**src/rtl/mem_access_if.sv**
```systemverilog
// mem_access_if: request side and data-memory port of the MEM-stage access controller
interface mem_access_if #(parameter int ADDR_W = 32);
  logic req_valid;
  logic req_is_load;
  logic [2:0] req_funct3;
  logic [ADDR_W-1:0] req_addr;
  logic [31:0] req_wdata;
  logic mem_read;
  logic [1:0] mem_write;
  logic [ADDR_W-1:0] mem_addr;
  logic [31:0] mem_wdata;
  logic [31:0] mem_rdata;
  logic [31:0] load_data;
  logic load_valid;
  logic stall;
  logic misalign;
  modport slave (
    input req_valid, req_is_load, req_funct3, req_addr, req_wdata, mem_rdata,
    output mem_read, mem_write, mem_addr, mem_wdata, load_data, load_valid, stall, misalign
  );
  modport master (
    output req_valid, req_is_load, req_funct3, req_addr, req_wdata, mem_rdata,
    input mem_read, mem_write, mem_addr, mem_wdata, load_data, load_valid, stall, misalign
  );
endinterface

```
**src/rtl/mem_access_ctrl.sv**
```systemverilog
// mem_access_ctrl: MEM-stage load/store requester for a synchronous data SRAM
module mem_access_ctrl #(
  parameter int RD_LAT = 1,
  parameter int ADDR_W = 32
) (
  input logic clk,
  input logic rst_n,
  mem_access_if.slave bus
);
  typedef enum logic [1:0] {IDLE, READ_WAIT, RESP} state_t;
  state_t state, state_nx;
  logic [1:0] cnt;
  logic [ADDR_W-1:0] addr_q;
  logic [2:0] f3_q;
  logic [31:0] ld_q;
  logic mis_q;
  logic [1:0] size;
  logic aligned, accept, acc_ld, acc_st, capture;
  logic [7:0] lane_b;
  logic [15:0] lane_h;
  logic [31:0] ext;
  always_comb begin
    size = (bus.req_funct3 == 3'b000 || bus.req_funct3 == 3'b100) ? 2'b01 :
           (bus.req_funct3 == 3'b001 || bus.req_funct3 == 3'b101) ? 2'b10 :
           (bus.req_funct3 == 3'b010) ? 2'b11 : 2'b00;
    aligned = size == 2'b01 || (size == 2'b10 && !bus.req_addr[0]) ||
              (size == 2'b11 && bus.req_addr[1:0] == 2'b00);
  end
  // Gating with rst_n keeps the combinational issue path quiet while reset is held
  assign accept = rst_n && bus.req_valid && state != READ_WAIT;
  assign acc_ld = accept && aligned && bus.req_is_load;
  assign acc_st = accept && aligned && !bus.req_is_load;
  assign capture = state == READ_WAIT && cnt == 2'd1;
  always_comb begin
    state_nx = acc_ld ? READ_WAIT : capture ? RESP : state == READ_WAIT ? READ_WAIT : IDLE;
    bus.stall = acc_ld || state == READ_WAIT;
    bus.mem_read = acc_ld || state == READ_WAIT;
    bus.mem_write = acc_st ? size : 2'b00;
    bus.mem_addr = state == READ_WAIT ? addr_q : (acc_ld || acc_st) ? bus.req_addr : '0;
    bus.mem_wdata = !acc_st ? 32'd0 :
                    size == 2'b01 ? {4{bus.req_wdata[7:0]}} :
                    size == 2'b10 ? {2{bus.req_wdata[15:0]}} : bus.req_wdata;
    bus.load_valid = state == RESP;
    bus.load_data = ld_q;
    bus.misalign = mis_q;
  end
  always_comb begin
    lane_b = bus.mem_rdata[{addr_q[1:0], 3'b000} +: 8];
    lane_h = addr_q[1] ? bus.mem_rdata[31:16] : bus.mem_rdata[15:0];
    ext = f3_q == 3'b000 ? {{24{lane_b[7]}}, lane_b} :
          f3_q == 3'b100 ? {24'd0, lane_b} :
          f3_q == 3'b001 ? {{16{lane_h[15]}}, lane_h} :
          f3_q == 3'b101 ? {16'd0, lane_h} : bus.mem_rdata;
  end
  always_ff @(posedge clk or negedge rst_n)
    if (!rst_n) state <= IDLE;
    else state <= state_nx;
  always_ff @(posedge clk or negedge rst_n) begin
    if (!rst_n) begin
      cnt <= 2'd0;
      addr_q <= '0;
      f3_q <= 3'd0;
      ld_q <= 32'd0;
      mis_q <= 1'b0;
    end else begin
      mis_q <= accept && !aligned;
      if (acc_ld) begin
        cnt <= 2'(RD_LAT);
        addr_q <= bus.req_addr;
        f3_q <= bus.req_funct3;
      end else if (state == READ_WAIT) cnt <= cnt - 2'd1;
      if (capture) ld_q <= ext;
    end
  end
endmodule

```
**src/flat_wrapper.sv**
```systemverilog
// flat-port wrapper written by rule: the top's interface ports become plain ports
module mem_access_ctrl_flat 
#(
  parameter int RD_LAT = 1,
  parameter int ADDR_W = 32
)
  (clk, rst_n, bus_req_valid, bus_req_is_load, bus_req_funct3, bus_req_addr, bus_req_wdata, bus_mem_rdata, bus_mem_read, bus_mem_write, bus_mem_addr, bus_mem_wdata, bus_load_data, bus_load_valid, bus_stall, bus_misalign);
  mem_access_if #(.ADDR_W(ADDR_W)) bus_i ();
  input logic clk;
  input logic rst_n;
  input wire logic [$bits(bus_i.req_valid)-1:0] bus_req_valid;
  input wire logic [$bits(bus_i.req_is_load)-1:0] bus_req_is_load;
  input wire logic [$bits(bus_i.req_funct3)-1:0] bus_req_funct3;
  input wire logic [$bits(bus_i.req_addr)-1:0] bus_req_addr;
  input wire logic [$bits(bus_i.req_wdata)-1:0] bus_req_wdata;
  input wire logic [$bits(bus_i.mem_rdata)-1:0] bus_mem_rdata;
  output wire logic [$bits(bus_i.mem_read)-1:0] bus_mem_read;
  output wire logic [$bits(bus_i.mem_write)-1:0] bus_mem_write;
  output wire logic [$bits(bus_i.mem_addr)-1:0] bus_mem_addr;
  output wire logic [$bits(bus_i.mem_wdata)-1:0] bus_mem_wdata;
  output wire logic [$bits(bus_i.load_data)-1:0] bus_load_data;
  output wire logic [$bits(bus_i.load_valid)-1:0] bus_load_valid;
  output wire logic [$bits(bus_i.stall)-1:0] bus_stall;
  output wire logic [$bits(bus_i.misalign)-1:0] bus_misalign;
  assign bus_i.req_valid = bus_req_valid;
  assign bus_i.req_is_load = bus_req_is_load;
  assign bus_i.req_funct3 = bus_req_funct3;
  assign bus_i.req_addr = bus_req_addr;
  assign bus_i.req_wdata = bus_req_wdata;
  assign bus_i.mem_rdata = bus_mem_rdata;
  assign bus_mem_read = bus_i.mem_read;
  assign bus_mem_write = bus_i.mem_write;
  assign bus_mem_addr = bus_i.mem_addr;
  assign bus_mem_wdata = bus_i.mem_wdata;
  assign bus_load_data = bus_i.load_data;
  assign bus_load_valid = bus_i.load_valid;
  assign bus_stall = bus_i.stall;
  assign bus_misalign = bus_i.misalign;
  mem_access_ctrl #(.RD_LAT(RD_LAT), .ADDR_W(ADDR_W)) u_core (.clk(clk), .rst_n(rst_n), .bus(bus_i));
endmodule
```
**config.mk**
```make
export PLATFORM = sky130hd
export DESIGN_NAME = mem_access_ctrl_flat
export DESIGN_NICKNAME = d
export VERILOG_FILES = /design/src/rtl/mem_access_if.sv /design/src/rtl/mem_access_ctrl.sv /design/src/flat_wrapper.sv
export SDC_FILE = /design/constraint.sdc
export NUM_CORES = 1
export LEC_CHECK = 0
export ABC_AREA = 1
export CAP_MARGIN = 20
export CORE_ASPECT_RATIO = 0.5
export CORE_MARGIN = 3
export CORE_UTILIZATION = 40
export CTS_CLUSTER_SIZE = 24
export DETAILED_ROUTE_END_ITERATION = 12
export PLACE_DENSITY = 0.75
export SLEW_MARGIN = 30
export SYNTH_ARGS = -nofsm -noshare
export SYNTH_HDL_FRONTEND = slang
export SYNTH_SLANG_ARGS = --single-unit
```
**constraint.sdc**
```tcl
create_clock -name clk -period 2.6 [get_ports clk]
set_input_delay 0.52 -clock clk [delete_from_list [all_inputs] [get_ports clk]]
set_output_delay 0.52 -clock clk [all_outputs]
set_load 0.005 [all_outputs]
```
==> results of run 1 <==
-- through the flow --
stage                     setup slack (ns)  total power, W  utilization, %
final                               0.1079        0.005612           66.96
after floorplan                     0.5217        0.003124               -
after detailed placement           -0.4044        0.004336           62.71
after CTS                        -0.004680        0.005652           67.28
after global routing               0.02044        0.006068           66.96
after global placement             -0.3452        0.004281           62.71
-- worst max-delay path, cell delays in order --
cell and delay [ns]:
dlygate4sd2_1 0.26, inv_1 0.08, nand3_2 0.09, o21ai_4 0.23, nand3_4 0.15, buf_6 0.14, bufbuf_16 0.26, nor2_1 0.10
buf_2 0.13
-- worst paths after layout --
kind	from	slack, ns	to	depth (start not counted)
max reg2reg	u_core.addr_q[1]	0.66	u_core.bus.load_data[30]	8
max in group asynchronous	rst_n	1.80	u_core.addr_q[5]	2
max	bus_req_funct3[2]	0.11	bus_mem_wdata[25]	9
min in group clk	u_core.addr_q[2]	0.47	u_core.addr_q[2]	2
min reg2reg	u_core.addr_q[2]	0.47	u_core.addr_q[2]	2
min	rst_n	0.32	u_core.bus.load_data[20]	2
-- cell type report --
type	instances	area [um^2]
fill	1019	3729
sequential	72	1802
timing repair buffer	258	2486
clock buffer	9	225.2
multi-input combinational	581	2576
tap	159	198.9
clock inverter	7	77.57
inverter	50	188.9
-- metal layers --
| layer | vias to the layer above | wire length [um] | global-route usage, % | share of wire, % |
|---|---|---|---|---|
| li1 | 2849 | - | - | - |
| met1 | 2676 | 7312 | 33.22 | 45 |
| met2 | 202 | 7902 | 41.09 | 48 |
| met3 | 26 | 906 | 4.684 | 5.5 |
| met4 | 0 | 237 | 5.827 | 1.4 |
| met5 | - | 0 | 0 | 0 |
-- cells by family after synthesis --
group                      Yosys count  synth area share, %
and+or+nand+nor                    515                45.27
AOI/OAI and AO/OA                   65                7.619
buffers and inverters              104                8.885
adders and majority gates            1               0.2636
DFF                                 72                37.96
-- cells in the final DEF, fill, tap and decap left out, drive strengths merged, types with 18 or more instances in the layout --
cell type	count
clkdlybuf4s50	129
nor2	61
clkbuf	24
buf	62
o21ai	18
a21oi	33
dfrtp	72
inv	52
nand2	335
nand4	36
nand3	78
dlygate4sd2	42
-- state kept, by name, summed over array words and instances, names as in the netlist --
register	count
u_core.bus.misalign	1
u_core.state	2
u_core.addr_q	32
u_core.bus.load_data	32
u_core.f3_q	3
u_core.cnt	2
-- report_power, final --
group	switching [W]	total [W]	internal [W]
registers	0.000282	0.00185	0.00156
clock network	0.000511	0.00126	0.000753
logic	0.00125	0.00250	0.00125
total	0.00205	0.00561	0.00357
-- synthesized netlist by cell type --
library cell	number	area, um^2
inv_2	3	11.26
nand2_1	333	1250
clkinv_1	1	3.750
a211oi_1	4	30.03
buf_2	22	110.1
o21ai_0	15	75.07
ha_1	1	12.51
inv_1	46	172.7
buf_1	1	3.750
o21ai_2	1	8.760
dfrtp_1	72	1802
nand3b_1	1	7.510
o21ai_1	2	10.01
nand3_1	77	385.4
nor3_1	1	5.000
nand3_2	1	10.01
o211ai_1	6	45.04
clkbuf_1	30	112.6
buf_4	1	7.510
o22ai_1	2	12.51
or2_2	3	18.77
a21oi_1	33	165.2
nor2_1	59	221.5
nor2_2	2	12.51
a21boi_1	2	15.01
nand2_2	2	12.51
nand4_1	36	225.2
-- what timing repair did --
action / 4_1_cts / 5_1_grt
setup buffers: 9 / 3
gates resized for setup: 136 / 38
cloned: 5 / 0
endpoints found under the setup margin: 68 / 58
pin swaps: 4 / 2
hold endpoints to repair: 0 / 0
==> impl_metrics.toml, run 1 <==
[logic_synthesis]
ys_seq_area_share_pct = 37.96
syn_nets = 861
synth_cells = 757
ys_types = 27
ys_ff_latch = 72
netlist_area_mm2 = 0.004746
yosys_warnings = 0
avgSynthCellArea_um2 = 6.269

[run]
maxCapViolCount = 0

[clocking]
clock_latency_ns = 0.33
cts_buffer_depth = 2
cts_max_level = 3
clk_pin_slew_ns = 0.06
cts_root_buf = "clkbuf_16"
cts_tree = "built"
cts_made_buffers = 9
hold_buffers = 0
cts_sinks = 72

[layout]
final_nets = 1076
final_area_mm2 = 0.007555
drive_above_1_share_pct = 12.79
fin_cells = 1136
area_growth_pct = 59.19
num_antenna_cells = 0

[sta]
setup_viol = 0
fin_tns_setup_ns = 0
rsz0062_at_grt = "no"
slew_headroom_pct = 56.30
fin_worst_skew_ns = 0.008704
period_share_pct = 95.85
holdWs_ns = 0.3203
timing_hold_violations_final = 0
period_needed_ns = 2.492
fmax_mhz = 401.3
worst_pin_slew_ns = 0.6555
report.final.slew_viol_count = 0

[global_route]
grt_pass1_wl_um = 27410
grtUsageTotal_pct = 24.61
antenna_found_initial = 0
grt_pass1_vias = 5498
grt_max_degree = 73
overflow = 0

[detailed_routing]
dr_total_vias = 5753
wirelength_um = 16360
drtIter0Drc = 348
avgViaCountPerCell = 5.064
antenna_left = 0
drcViolationCount = 0
wl_per_cell_um = 14.40
first_pass_iters = 5

[placed_design]
dpl_cell_area_mm2 = 0.007076
numPortBuffers = 204
dpl.hpwl_um = 11320
dp_cells = 1104
gp_congestion = 0.8922

[pwr]
vdd_drop_max_v = 0.0003901
p_leak_nw = 4.143
power.density_mw_per_mm2 = 742.8

[floorplan]
initial_core_util_pct = 42.06
io_pins = 205
dieArea_mm2 = 0.01329
core_mm2 = 0.01128
die_w_um = 160.0
die_h_um = 83.02
std_cell_rows = 27

[critical_path]
path_max_fanout = 11
worstPathRequired_ns = 2.08
worstPathArrival_ns = 1.97
worstSetupEndpointType = "output port"
timing_worst_setup_path_type = "in -> out"
startpoint_type = "input pin"

[min_path]
holdCritPathClass = "in -> async"

[run_status]
outcome = "finished, final reports clean"
Note: power is estimated with default switching activity, not from simulation.
==> inputs of run 2 (changes only) <==
ABC_AREA = default   (was 1)
PLACE_DENSITY = 0.78   (was 0.75)
==> run 2 against run 1 <==
Against the previous run: die area fell by 11%; the run now ends with negative setup slack left; utilization rose by 3.4 points; sequential power rose by 2%; non-clock buffer count fell by 12; synthesized cell count fell by 45%; total power rose by 0.51%; cell count fell by 31%; critical endpoint is now bus_mem_wdata[4]; design area fell by 8.5%; flip-flop and latch count did not move; synthesized area fell by 11%.
==> impl_metrics.toml, run 2 <==
[logic_synthesis]
synth_common_cells = "dfrtp_1, nor2_1, a21oi_1"
ys_seq_area_share_pct = 42.82
yosys.area.top_type = "dfrtp_1"
synth_cells = 419
async_reset_ff_share_pct = 100.0
synth-main-ff-cell = "dfrtp_1"
synth_area_leaders = "dfrtp_1, a22o_1, mux2_1, mux2i_1, a21oi_1"
ys_types = 36
synth_most_common_cell = "dfrtp_1"
avgSynthCellArea_um2 = 10.04
yosys_warnings = 0
syn_nets = 523
ys_ff_latch = 72
synth-edff-count = 0
netlist_area_mm2 = 0.004208
synth.top_cell.area_share_pct = 42.82

[global_route]
grt_max_degree = 73
overflow = 0
grtUsageTotal_pct = 23.39
antenna_found_initial = 0
grt_pass1_vias = 4159
grt_pass1_wl_um = 21890

[sta]
slew_headroom_pct = 55.16
period_share_pct = 109.1
fin_tns_setup_ns = -2.031
setup_viol = 25
holdWs_ns = 0.3128
setup_ws_ns = -0.2358
rsz0062_at_grt = "yes"
fmax_mhz = 352.6
fin_worst_skew_ns = 0.006501
timing_hold_violations_final = 0
period_needed_ns = 2.836
worst_pin_slew_ns = 0.6712
report.final.slew_viol_count = 0

[detailed_routing]
drcViolationCount = 0
wl_per_cell_um = 18.84
avgViaCountPerCell = 5.458
first_pass_iters = 4
drtIter0Drc = 193
antenna_left = 0
wirelength_um = 14670
dr_total_vias = 4252

[floorplan]
dieArea_mm2 = 0.01186
std_cell_rows = 25
initial_core_util_pct = 42.84
core_mm2 = 0.009822
die_w_um = 151.1
die_h_um = 78.53
io_pins = 205

[layout]
num_antenna_cells = 0
final_area_mm2 = 0.006910
nFillCells = 755
area_growth_pct = 64.23
fin_cells = 779
multiInputGateArea_mm2 = 0.002385
final_nets = 743
layout_commonest_cell = "clkdlybuf4s50_1"
drive_above_1_share_pct = 28.57
seq_area_mm2 = 0.001802
final_cell_mix = "clkdlybuf4s50_1, dfrtp_1, buf_2"

[clocking]
cts_sinks = 72
clock_latency_ns = 0.33
clk_pin_slew_ns = 0.05
cts_buffer_depth = 2
cts_max_level = 3
cts_made_buffers = 9
cts_root_buf = "clkbuf_16"
hold_buffers = 0
cts_tree = "built"

[run]
maxCapViolCount = 0

[placed_design]
dpl.hpwl_um = 9986
gp_congestion = 0.8727
dpl_cell_area_mm2 = 0.006480
numPortBuffers = 204
dp_cells = 747

[pwr]
power_frac_comb_pct = 41.4
pwr-share-clk_pct = 25.1
switching_share_pct = 30.85
internal-power_w = 0.003901
p_leak_nw = 3.139
switchingPower_w = 0.001740
power.density_mw_per_mm2 = 816.3
seqPwrFrac_pct = 33.5
vdd_drop_max_v = 0.0004442

[run_status]
violations = "negative setup slack"
outcome = "complete, but fails checks"

[min_path]
holdCritPathClass = "in -> async"

[critical_path]
path_max_fanout = 4
worstPathArrival_ns = 2.32
timing_worst_setup_path_type = "in -> out"
worstPathRequired_ns = 2.08
worstSetupEndpointType = "output port"
startpoint_type = "input pin"
[run 2: power by group through the flow]
stage / registers [W] / clock network [W] / logic [W]
floorplan: 0.00184 / 0 / 0.00116
global placement: 0.00188 / 0 / 0.00230
detailed placement: 0.00190 / 0 / 0.00235
CTS: 0.00189 / 0.00144 / 0.00236
global route: 0.00195 / 0.00149 / 0.00254
finish: 0.00189 / 0.00142 / 0.00233
[run 2: timing repair]
action / 4_1_cts / 5_1_grt
cloned: 1 / 3
pin swaps: 6 / 17
setup endpoints to repair: 103 / 61
buffers inserted: 6 / 6
hold endpoints to repair: 0 / 0
gates resized for setup: 190 / 122
[run 2: layout make-up]
type	instances	share of cell area, %
tap	135	2.444
inverter	4	0.2173
clock buffer	11	3.513
clock inverter	5	1.503
timing repair buffer	246	31.74
sequential	72	26.07
multi-input combinational	306	34.51
[run 2: critical path: stages]
cell	delay, ns
buf_6	0.09
or4_4	0.55
a211oi_4	0.25
buf_6	0.15
buf_6	0.10
nor2b_4	0.15
buf_6	0.12
buf_6	0.09
buf_6	0.08
and2_4	0.12
buf_6	0.08
[run 2: worst paths after layout]
path,from,to,slack (ns),cells past startpoint
max,bus_req_funct3[0],bus_mem_wdata[4],-0.24,11
min,rst_n,u_core.addr_q[31],0.31,2
max reg2reg,u_core.state[1],u_core.f3_q[2],0.44,8
min reg2reg,u_core.bus.load_data[3],u_core.bus.load_data[3],0.49,1
max in group asynchronous,rst_n,u_core.bus.load_data[14],1.85,2
min in group clk,u_core.bus.load_data[3],u_core.bus.load_data[3],0.49,1
[run 2: logic make-up after synthesis]
family / count (synthesis) / synth area share [%]
AO/OA/AOI/OAI: 135 / 21.38
XOR/XNOR: 1 / 0.2082
flip-flops: 72 / 42.82
AND/OR/NAND/NOR: 99 / 10.32
buffers and inverters: 41 / 3.985
multiplexers: 70 / 20.99
adder cells (fa/ha/maj): 1 / 0.2973
[run 2: per-layer routing]
metal  global-route usage, %  share of wire (%)
met2                   38.55                 49
met1                   30.00                 42
met5                       0                  0
met3                   5.767                6.6
met4                   8.409                2.5
[run 2: stage by stage]
stage          util (%)  total power, W  setup slack, ns
2_1_floorplan         -        0.003003         0.006021
3_3_place_gp      65.97        0.004182          -0.8040
3_5_place_dp      65.97        0.004253          -0.8589
4_1_cts           69.80        0.005686          -0.3329
5_1_grt           70.36        0.005988          -0.2873
6_report          70.36        0.005641          -0.2358
